[src/rtl/ckp_wheel_generator.sv]
// Crankshaft trigger-wheel emulator: N-minus-M tooth pattern at a programmable
// tooth period. Period updates take effect only on tooth-slot boundaries.
module ckp_wheel_generator #(
    parameter int NUM_TEETH     = 36,
    parameter int MISSING_TEETH = 1,
    parameter int PERIOD_WIDTH  = 24,
    parameter int MIN_PERIOD    = 4,
    localparam int TW           = $clog2(NUM_TEETH)
) (
    input  logic                    clk,
    input  logic                    reset_n,
    input  logic                    on,
    input  logic                    period_valid,
    input  logic [PERIOD_WIDTH-1:0] tooth_period,
    output logic                    ckp,
    output logic [TW-1:0]           tooth_index,
    output logic                    sync_pulse,
    output logic                    busy,
    output logic [15:0]             rev_count
);

    typedef enum logic [1:0] {IDLE, TOOTH_HIGH, TOOTH_LOW, GAP} state_t;

    localparam logic [TW-1:0]           LAST_IDX  = TW'(NUM_TEETH - 1);
    localparam logic [TW-1:0]           FIRST_GAP = TW'(NUM_TEETH - MISSING_TEETH);
    localparam logic [PERIOD_WIDTH-1:0] MIN_P     = PERIOD_WIDTH'(MIN_PERIOD);

    state_t                  state;
    logic [PERIOD_WIDTH-1:0] cnt;
    logic [PERIOD_WIDTH-1:0] active_period;
    logic [PERIOD_WIDTH-1:0] pending_period;
    logic                    pending_flag;

    // A strobe landing on a boundary cycle must reach the very next slot, so
    // the boundary looks at the would-be pending value, not the registered one.
    logic [PERIOD_WIDTH-1:0] pend_val;
    logic                    pend_set;
    logic [PERIOD_WIDTH-1:0] cnt_inc;
    logic [PERIOD_WIDTH-1:0] half;
    logic                    slot_end;
    logic [TW-1:0]           next_idx;
    logic                    next_real;

    always_comb begin
        pend_val = pending_period;
        pend_set = pending_flag;
        if (period_valid) begin
            pend_val = (tooth_period < MIN_P) ? MIN_P : tooth_period;
            pend_set = 1'b1;
        end
    end

    assign cnt_inc   = cnt + PERIOD_WIDTH'(1);
    assign half      = active_period >> 1;
    assign slot_end  = (cnt == active_period - PERIOD_WIDTH'(1));
    assign next_idx  = (tooth_index == LAST_IDX) ? '0 : tooth_index + TW'(1);
    assign next_real = (next_idx < FIRST_GAP);
    assign busy      = (state != IDLE);

    // NOTE: all state here is sequential and uses non-blocking assignments, so
    // every branch below reads the pre-edge values; later assignments to the
    // same register in this block override earlier defaults.
    always_ff @(posedge clk) begin
        if (!reset_n) begin
            state          <= IDLE;
            cnt            <= '0;
            active_period  <= MIN_P;
            pending_period <= MIN_P;
            pending_flag   <= 1'b0;
            ckp            <= 1'b0;
            tooth_index    <= '0;
            sync_pulse     <= 1'b0;
            rev_count      <= '0;
        end else begin
            pending_period <= pend_val;
            pending_flag   <= pend_set;
            sync_pulse     <= 1'b0;
            case (state)
                IDLE: begin
                    ckp         <= 1'b0;
                    tooth_index <= '0;
                    cnt         <= '0;
                    if (on) begin
                        state      <= TOOTH_HIGH;
                        ckp        <= 1'b1;
                        sync_pulse <= 1'b1;
                        if (pend_set) begin
                            active_period <= pend_val;
                            pending_flag  <= 1'b0;
                        end
                    end
                end
                default: begin
                    if (slot_end) begin
                        cnt <= '0;
                        if (pend_set) begin
                            active_period <= pend_val;
                            pending_flag  <= 1'b0;
                        end
                        if (tooth_index == LAST_IDX)
                            rev_count <= rev_count + 16'd1;
                        if (!on) begin
                            state       <= IDLE;
                            ckp         <= 1'b0;
                            tooth_index <= '0;
                        end else begin
                            tooth_index <= next_idx;
                            ckp         <= next_real;
                            state       <= next_real ? TOOTH_HIGH : GAP;
                            sync_pulse  <= (next_idx == '0);
                        end
                    end else begin
                        cnt <= cnt_inc;
                        if (state != GAP) begin
                            ckp   <= (cnt_inc < half);
                            state <= (cnt_inc < half) ? TOOTH_HIGH : TOOTH_LOW;
                        end
                    end
                end
            endcase
        end
    end

endmodule
[config.mk]
export PLATFORM = sky130hd
export DESIGN_NAME = ckp_wheel_generator
export DESIGN_NICKNAME = d
export VERILOG_FILES = /design/src/rtl/ckp_wheel_generator.sv
export SDC_FILE = /design/constraint.sdc
export NUM_CORES = 1
export LEC_CHECK = 0
export ABC_AREA = 1
export CAP_MARGIN = 20
export CELL_PAD_IN_SITES_DETAIL_PLACEMENT = 0
export CELL_PAD_IN_SITES_GLOBAL_PLACEMENT = 2
export CORE_MARGIN = 5
export CORE_UTILIZATION = 33
export CTS_CLUSTER_SIZE = 16
export DETAILED_ROUTE_END_ITERATION = 8
export GPL_TIMING_DRIVEN = 0
export PLACE_DENSITY = 0.92
export SYNTH_ARGS = -nofsm -noshare
export SYNTH_HDL_FRONTEND = slang
export SYNTH_SLANG_ARGS = --single-unit
[constraint.sdc]
create_clock -name clk -period 4.4 [get_ports clk]
set_input_delay 0.66 -clock clk [delete_from_list [all_inputs] [get_ports clk]]
set_output_delay 0.66 -clock clk [all_outputs]
set_load 0.03 [all_outputs]
=== After elaboration in Yosys (flattened, before gate mapping) ===
Cells that the tools add are included.

* Add/subtract/negate cells: 4
* Order comparisons: 3
* Equal/unequal tests: 4
* Muxes and demuxes: 27
* Bitwise gates (word level): 2
* Reduce and logical (&&, ||, !) cells: 10

{| class="wikitable"
|+ Operators by type and width
! cell !! count
|-
| $mux 24 || 6
|-
| $add 24x1->24 const B || 1
|-
| $eq 24x24->1 || 1
|-
| $lt 24x23->1 || 1
|-
| $lt 24x3->1 const B || 1
|-
| $sub 24x1->24 const B || 1
|-
| $add 16x1->16 const B || 1
|-
| $mux 2 || 7
|-
| $mux 1 || 12
|-
| $mux 6 || 2
|-
| $add 6x1->6 const B || 1
|-
| $eq 6x6->1 const B || 1
|-
| $logic_not 6->1 || 1
|-
| $lt 6x6->1 const B || 1
|-
| $ne 2x2->1 const B || 2
|-
| $reduce_and 2->1 || 2
|-
| $reduce_bool 2->1 || 2
|-
| $reduce_and 3->1 || 1
|-
| $reduce_bool 3->1 || 1
|-
| $reduce_or 3->1 || 1
|-
| $logic_not 2->1 || 1
|-
| $not 1->1 || 2
|-
| $reduce_or 2->1 || 1
|}

* Bits in registers: 99
* Input bits: 28

=== Depth between registers and ports, before layout ===
* Depth after elaboration: 7
* Gate-level depth with buffers: 23

=== Least setup slack after synthesis ===
Ideal clock, no wire load.

* Path type: register -> register
* From: register cnt[0]
* To: register ckp
* Library setup time: 0.132 ns
* Data arrival time: 2.938 ns
* Required time: 4.268 ns
* Slack: 1.330 ns
* Stages on the path, launching flop included: 24
* Cells stage by stage: dfxtp_1 > ha_1 > nand2_1 > nor2_1 > inv_1 > nor2_1 > nand2_1 > nor2_1 > nand2_1 > nor3_1 > nand2_1 > nor4_1 > xor2_1 > inv_1 > ha_1 > nand3_1 > nor3_1 > nand3_1 > nor2_1 > nor2_1 > nand2_1 > nand2_1 > nand2_1 > a21oi_1

* Cells in the longest elaborated chain, start to end: 5
* Elaborated cells between the ends (all ways): 7

{| class="wikitable"
|+ Ends and longest elaborated chain
! item !! RTL line !! source
|-
| start: declaration || 29 || <nowiki>logic [PERIOD_WIDTH-1:0] cnt;</nowiki>
|-
| start signal: assignment || 113 || <nowiki>cnt <= cnt_inc;</nowiki>
|-
| $add 24x1->24 || 53 || <nowiki>assign cnt_inc = cnt + PERIOD_WIDTH'(1);</nowiki>
|-
| via cnt_inc[22] || 38 || <nowiki>logic [PERIOD_WIDTH-1:0] cnt_inc;</nowiki>
|-
| $lt 24x23->1 || 115 || <nowiki>ckp <= (cnt_inc < half);</nowiki>
|-
| $mux 1 || 114 || <nowiki>if (state != GAP) begin</nowiki>
|-
| $mux 1 || 94 || <nowiki>if (slot_end) begin</nowiki>
|-
| $mux 1 || 78 || <nowiki>case (state)</nowiki>
|-
| end signal: assignment || 108 || <nowiki>ckp <= next_real;</nowiki>
|-
| end signal: assignment || 115 ||
|-
| end: declaration || 15 || <nowiki>output logic ckp,</nowiki>
|}

The timed path passes the listed nets, and every way through them passes these cells. The select of a mux whose other input is x is not followed.
A chain may end at the register's enable or synchronous reset.

=== Worst setup path in the final report ===
Same ends and word-level chain as after synthesis.

==> Flow_metrics.wiki <==
{| class="wikitable"
! Metric !! Value
|-
| Detailed-route wire length || ~18 mm
|-
| I/O pin total || 53
|-
| Warnings, synthesis || 0
|-
| Arr. time, crit path || between 3 and 4 ns
|-
| Peak Freq || 267 MHz
|-
| Wire length of the first global-routing pass || roughly 30 mm
|-
| Post-synth top flop || sky130_fd_sc_hd__dfxtp_1
|-
| Clock transition at the register clock pins on the worst setup and hold paths after CTS || 0.07 ns
|-
| Run status || finished clean
|-
| Design Power || about 2.4 mW
|-
| Post-route setup slack || between 0.6 and 0.7 ns
|-
| Static Leak || about 3.5 nW
|-
| Clock Root Buffer || sky130_fd_sc_hd__clkbuf_16
|-
| Clk buf depth || 2
|-
| Post-synthesis async set-or-reset flop share || 0%
|-
| Time the final worst path needs with I/O delays and setup || between 3 and 4 ns
|-
| Worst slack after detailed placement || 0.654 ns
|-
| Number of enable-type register cells in the synthesized netlist || 0
|-
| Area growth from synthesis to layout || 17.4%
|-
| Area of the core region || 0.0200 sq mm
|-
| Routed wirelength normalized by instance count || 13.3 um
|-
| Final period util || between 80% and 90%
|-
| Count of unresolved DRC violations after routing || 0
|-
| DR vias || slightly above 6,000
|-
| Die span in y || roughly 150 um
|-
| Initial antenna violation count || 0
|-
| Diode count || 0
|-
| Crit path kind || flip-flop to flip-flop
|-
| Post-synthesis instance total || 1,001
|-
| Final hold violation count || 0
|-
| Max-slew headroom at the worst pin || between 50% and 60%
|-
| Startpoint types || flip-flop
|-
| Required time worst endpoint || around 4.6 ns
|-
| RSZ-0062 raised after global routing || false
|-
| Post-cts resize count || 0
|-
| CTS Hold Buffers Added || 0
|-
| Via count of the first global-routing pass || about 5,800
|-
| Distinct cell type count of the synthesized netlist || 44
|-
| Fraction of layout instances using a drive strength above 1 || approximately 7.3%
|-
| Die area || 0.0231 sq mm
|-
| Mean Syn Cell Area || approximately 6.7 sq um
|-
| DR vias/cell || between 4 and 5
|-
| Fin. max-slew vios || 0
|-
| GR Util All Layers || about 15%
|-
| Share of the yosys chip area belonging to registers || roughly 30%
|-
| Hold Worst Slack || about 0.49 ns
|-
| Pwr per Cell Area || around 310 mW/mm^2
|-
| Worst clock skew || roughly 0.011 ns
|-
| Number of nets in the layout || around 1,100
|-
| Worst-Margin Slew || 0.701 ns
|-
| Standard-cell row count || 52
|-
| Crit path max fanout || 6
|-
| Synthesized cell area || 0.00666 sq mm
|-
| Weighted congestion reported at the end of routability-driven placement || about 0.82
|-
| Clock buffer count from CTS || 9
|-
| Largest net degree at the start of global routing || 18
|-
| Number of levels the H-tree was split into || 3
|-
| Finish-stage setup viols || 0
|-
| Clock network latency to the later pin of the worst-skew pair || about 0.35 ns
|-
| Number of DRC markers after the initial detailed-route iteration || 326
|-
| Number of buffers inserted to repair setup after CTS || 0
|-
| Max-cap viol count || 0
|-
| Detail Placement HPWL || between 10 and 15 mm
|-
| Accumulated negative setup slack || 0 ns
|-
| CTS tree || done
|-
| Effective utilization at floorplan || between 30% and 40%
|-
| TritonCTS Sinks || between 90 and 100
|-
| Maximum ir drop on the vdd rail || ~0.18 mV
|-
| Count of antenna-violating nets left after detailed routing || 0
|-
| Length of the first detailed-routing pass in iterations || 4
|-
| Flip-flop and latch count after synthesis || slightly below 100
|-
| Critical path capture point type || flip-flop
|-
| Die width || 152 um
|-
| Total nets after synthesis || ~1,100
|-
| Class of the tightest hold or removal check || flip-flop to flip-flop
|-
| Quantity of I/O buffers inserted on ports || 50
|-
| Remaining global-route overflow || 0
|}
cells in the final DEF, fill, tap and decap left out, types with 8 or more instances in the layout:
cell                              netlist  final
sky130_fd_sc_hd__inv_1                120    120
sky130_fd_sc_hd__dfxtp_1               99     99
sky130_fd_sc_hd__nand2_1              230    230
sky130_fd_sc_hd__clkbuf_1              11     12
sky130_fd_sc_hd__ha_1                  28     28
sky130_fd_sc_hd__nor2_1               154    154
sky130_fd_sc_hd__a21oi_2                8      8
sky130_fd_sc_hd__nor2_2                11     11
sky130_fd_sc_hd__nor2_4                 9      9
sky130_fd_sc_hd__nor3_1                19     19
sky130_fd_sc_hd__clkbuf_16              0      9
sky130_fd_sc_hd__nand4_1               17     17
sky130_fd_sc_hd__nand3_1               90     90
sky130_fd_sc_hd__xor2_1                29     29
sky130_fd_sc_hd__o21ai_0                9      9
sky130_fd_sc_hd__a21oi_1               54     54
sky130_fd_sc_hd__xnor2_1               19     19
sky130_fd_sc_hd__mux2i_1               21     21
sky130_fd_sc_hd__clkdlybuf4s50_1        0     50
state kept, by name, indices dropped and copies added (netlist names):
signal,cells
pending_flag,1
ckp,1
state,2
rev_count,16
active_period,24
sync_pulse,1
cnt,24
tooth_index,6
pending_period,24
cell families (layout without fill, tap and decap cells):
| logic type | after synthesis | count (layout) | share of synthesized area (%) |
|---|---|---|---|
| flip-flops | 99 | 99 | 29.8 |
| AO/OA/AOI/OAI | 80 | 80 | 6.80 |
| adder cells (fa/ha/maj) | 28 | 28 | 5.26 |
| XOR/XNOR | 50 | 50 | 6.99 |
| buffers and inverters | 155 | 221 | 9.43 |
| AND/OR/NAND/NOR | 568 | 568 | 38.6 |
| multiplexers | 21 | 21 | 3.16 |
area by class of cell:
class / instances / area, sq um
Multi-Input combinational cell: 747 / 4050
Clock inverter: 6 / 95.1
Fill cell: 2222 / 12200
Sequential cell: 99 / 1980
Buffer: 28 / 151
Timing Repair Buffer: 50 / 500
Inverter: 127 / 477
Tap cell: 270 / 338
Clock buffer: 10 / 229
Yosys cell counts, drive strengths merged (2+ instances only):
cell type / number / area, sq um
buf: 15 / 97.6
nor2: 175 / 768
mux2i: 21 / 210
ha: 28 / 350
xnor3: 2 / 45.0
xnor2: 19 / 166
a21oi: 62 / 340
nor3: 20 / 105
nor4: 7 / 43.8
nand3: 95 / 508
clkinv: 5 / 18.8
nand3b: 7 / 52.6
o21a: 3 / 22.5
xor2: 29 / 254
nand4: 19 / 131
inv: 122 / 458
o22ai: 3 / 18.8
clkbuf: 13 / 53.8
o21ai: 9 / 45.0
dfxtp: 99 / 1980
nand2: 238 / 918
or2: 5 / 31.3
metal layers:
layer / vias up / share of wire [%] / wire (um) / track usage, %
met5: - / 0 / 0 / 0
met1: 2720 / 50 / 8940 / 21.7
met3: 16 / 2.4 / 421 / 1.68
li1: 3319 / - / - / -
met4: 0 / 1.5 / 266 / 4.32
met2: 72 / 46 / 8170 / 25.0
per-stage QoR:
step           util, %  instance area (sq um)  cells
2_1_floorplan        -                   6660   1001
3_3_place_gp      37.4                   7500   1321
3_5_place_dp      37.4                   7500   1321
4_1_cts           39.0                   7820   1337
5_1_grt           39.0                   7820   1337
6_report          39.0                   7820   1337
power breakdown:
| part | switching, mW | internal (mW) | total [mW] |
|---|---|---|---|
| Combinational | 0.365 | 0.211 | 0.576 |
| Clock | 0.372 | 0.505 | 0.877 |
| Sequential | 0.0508 | 0.936 | 0.987 |
| Total | 0.787 | 1.65 | 2.44 |
worst max-delay path, stage by stage, from the launching register on:
cell	delay, ns
sky130_fd_sc_hd__dfxtp_1	0.45
sky130_fd_sc_hd__ha_1	0.21
sky130_fd_sc_hd__nand2_1	0.09
sky130_fd_sc_hd__nor2_1	0.10
sky130_fd_sc_hd__inv_1	0.08
sky130_fd_sc_hd__nor2_1	0.20
sky130_fd_sc_hd__nand2_1	0.14
sky130_fd_sc_hd__nor2_1	0.14
sky130_fd_sc_hd__nand2_1	0.08
sky130_fd_sc_hd__nor3_1	0.28
sky130_fd_sc_hd__nand2_1	0.12
sky130_fd_sc_hd__nor4_1	0.27
sky130_fd_sc_hd__xor2_1	0.22
sky130_fd_sc_hd__inv_1	0.07
sky130_fd_sc_hd__ha_1	0.32
sky130_fd_sc_hd__nand3_1	0.09
sky130_fd_sc_hd__nor3_1	0.20
sky130_fd_sc_hd__nand3_1	0.11
sky130_fd_sc_hd__nor2_1	0.12
sky130_fd_sc_hd__nor2_1	0.06
sky130_fd_sc_hd__nand2_1	0.10
sky130_fd_sc_hd__nand2_1	0.06
sky130_fd_sc_hd__nand2_1	0.06
sky130_fd_sc_hd__a21oi_1	0.05
worst paths after layout:
kind | start | endpoint | slack, ns | cells after the start
min | pending_period[6] | pending_period[6] | 0.49 | 2
max reg2reg | cnt[0] | ckp | 0.65 | 23
max | cnt[0] | ckp | 0.65 | 23
min reg2reg | pending_period[6] | pending_period[6] | 0.49 | 2
Power figures use the tool's default switching activity.
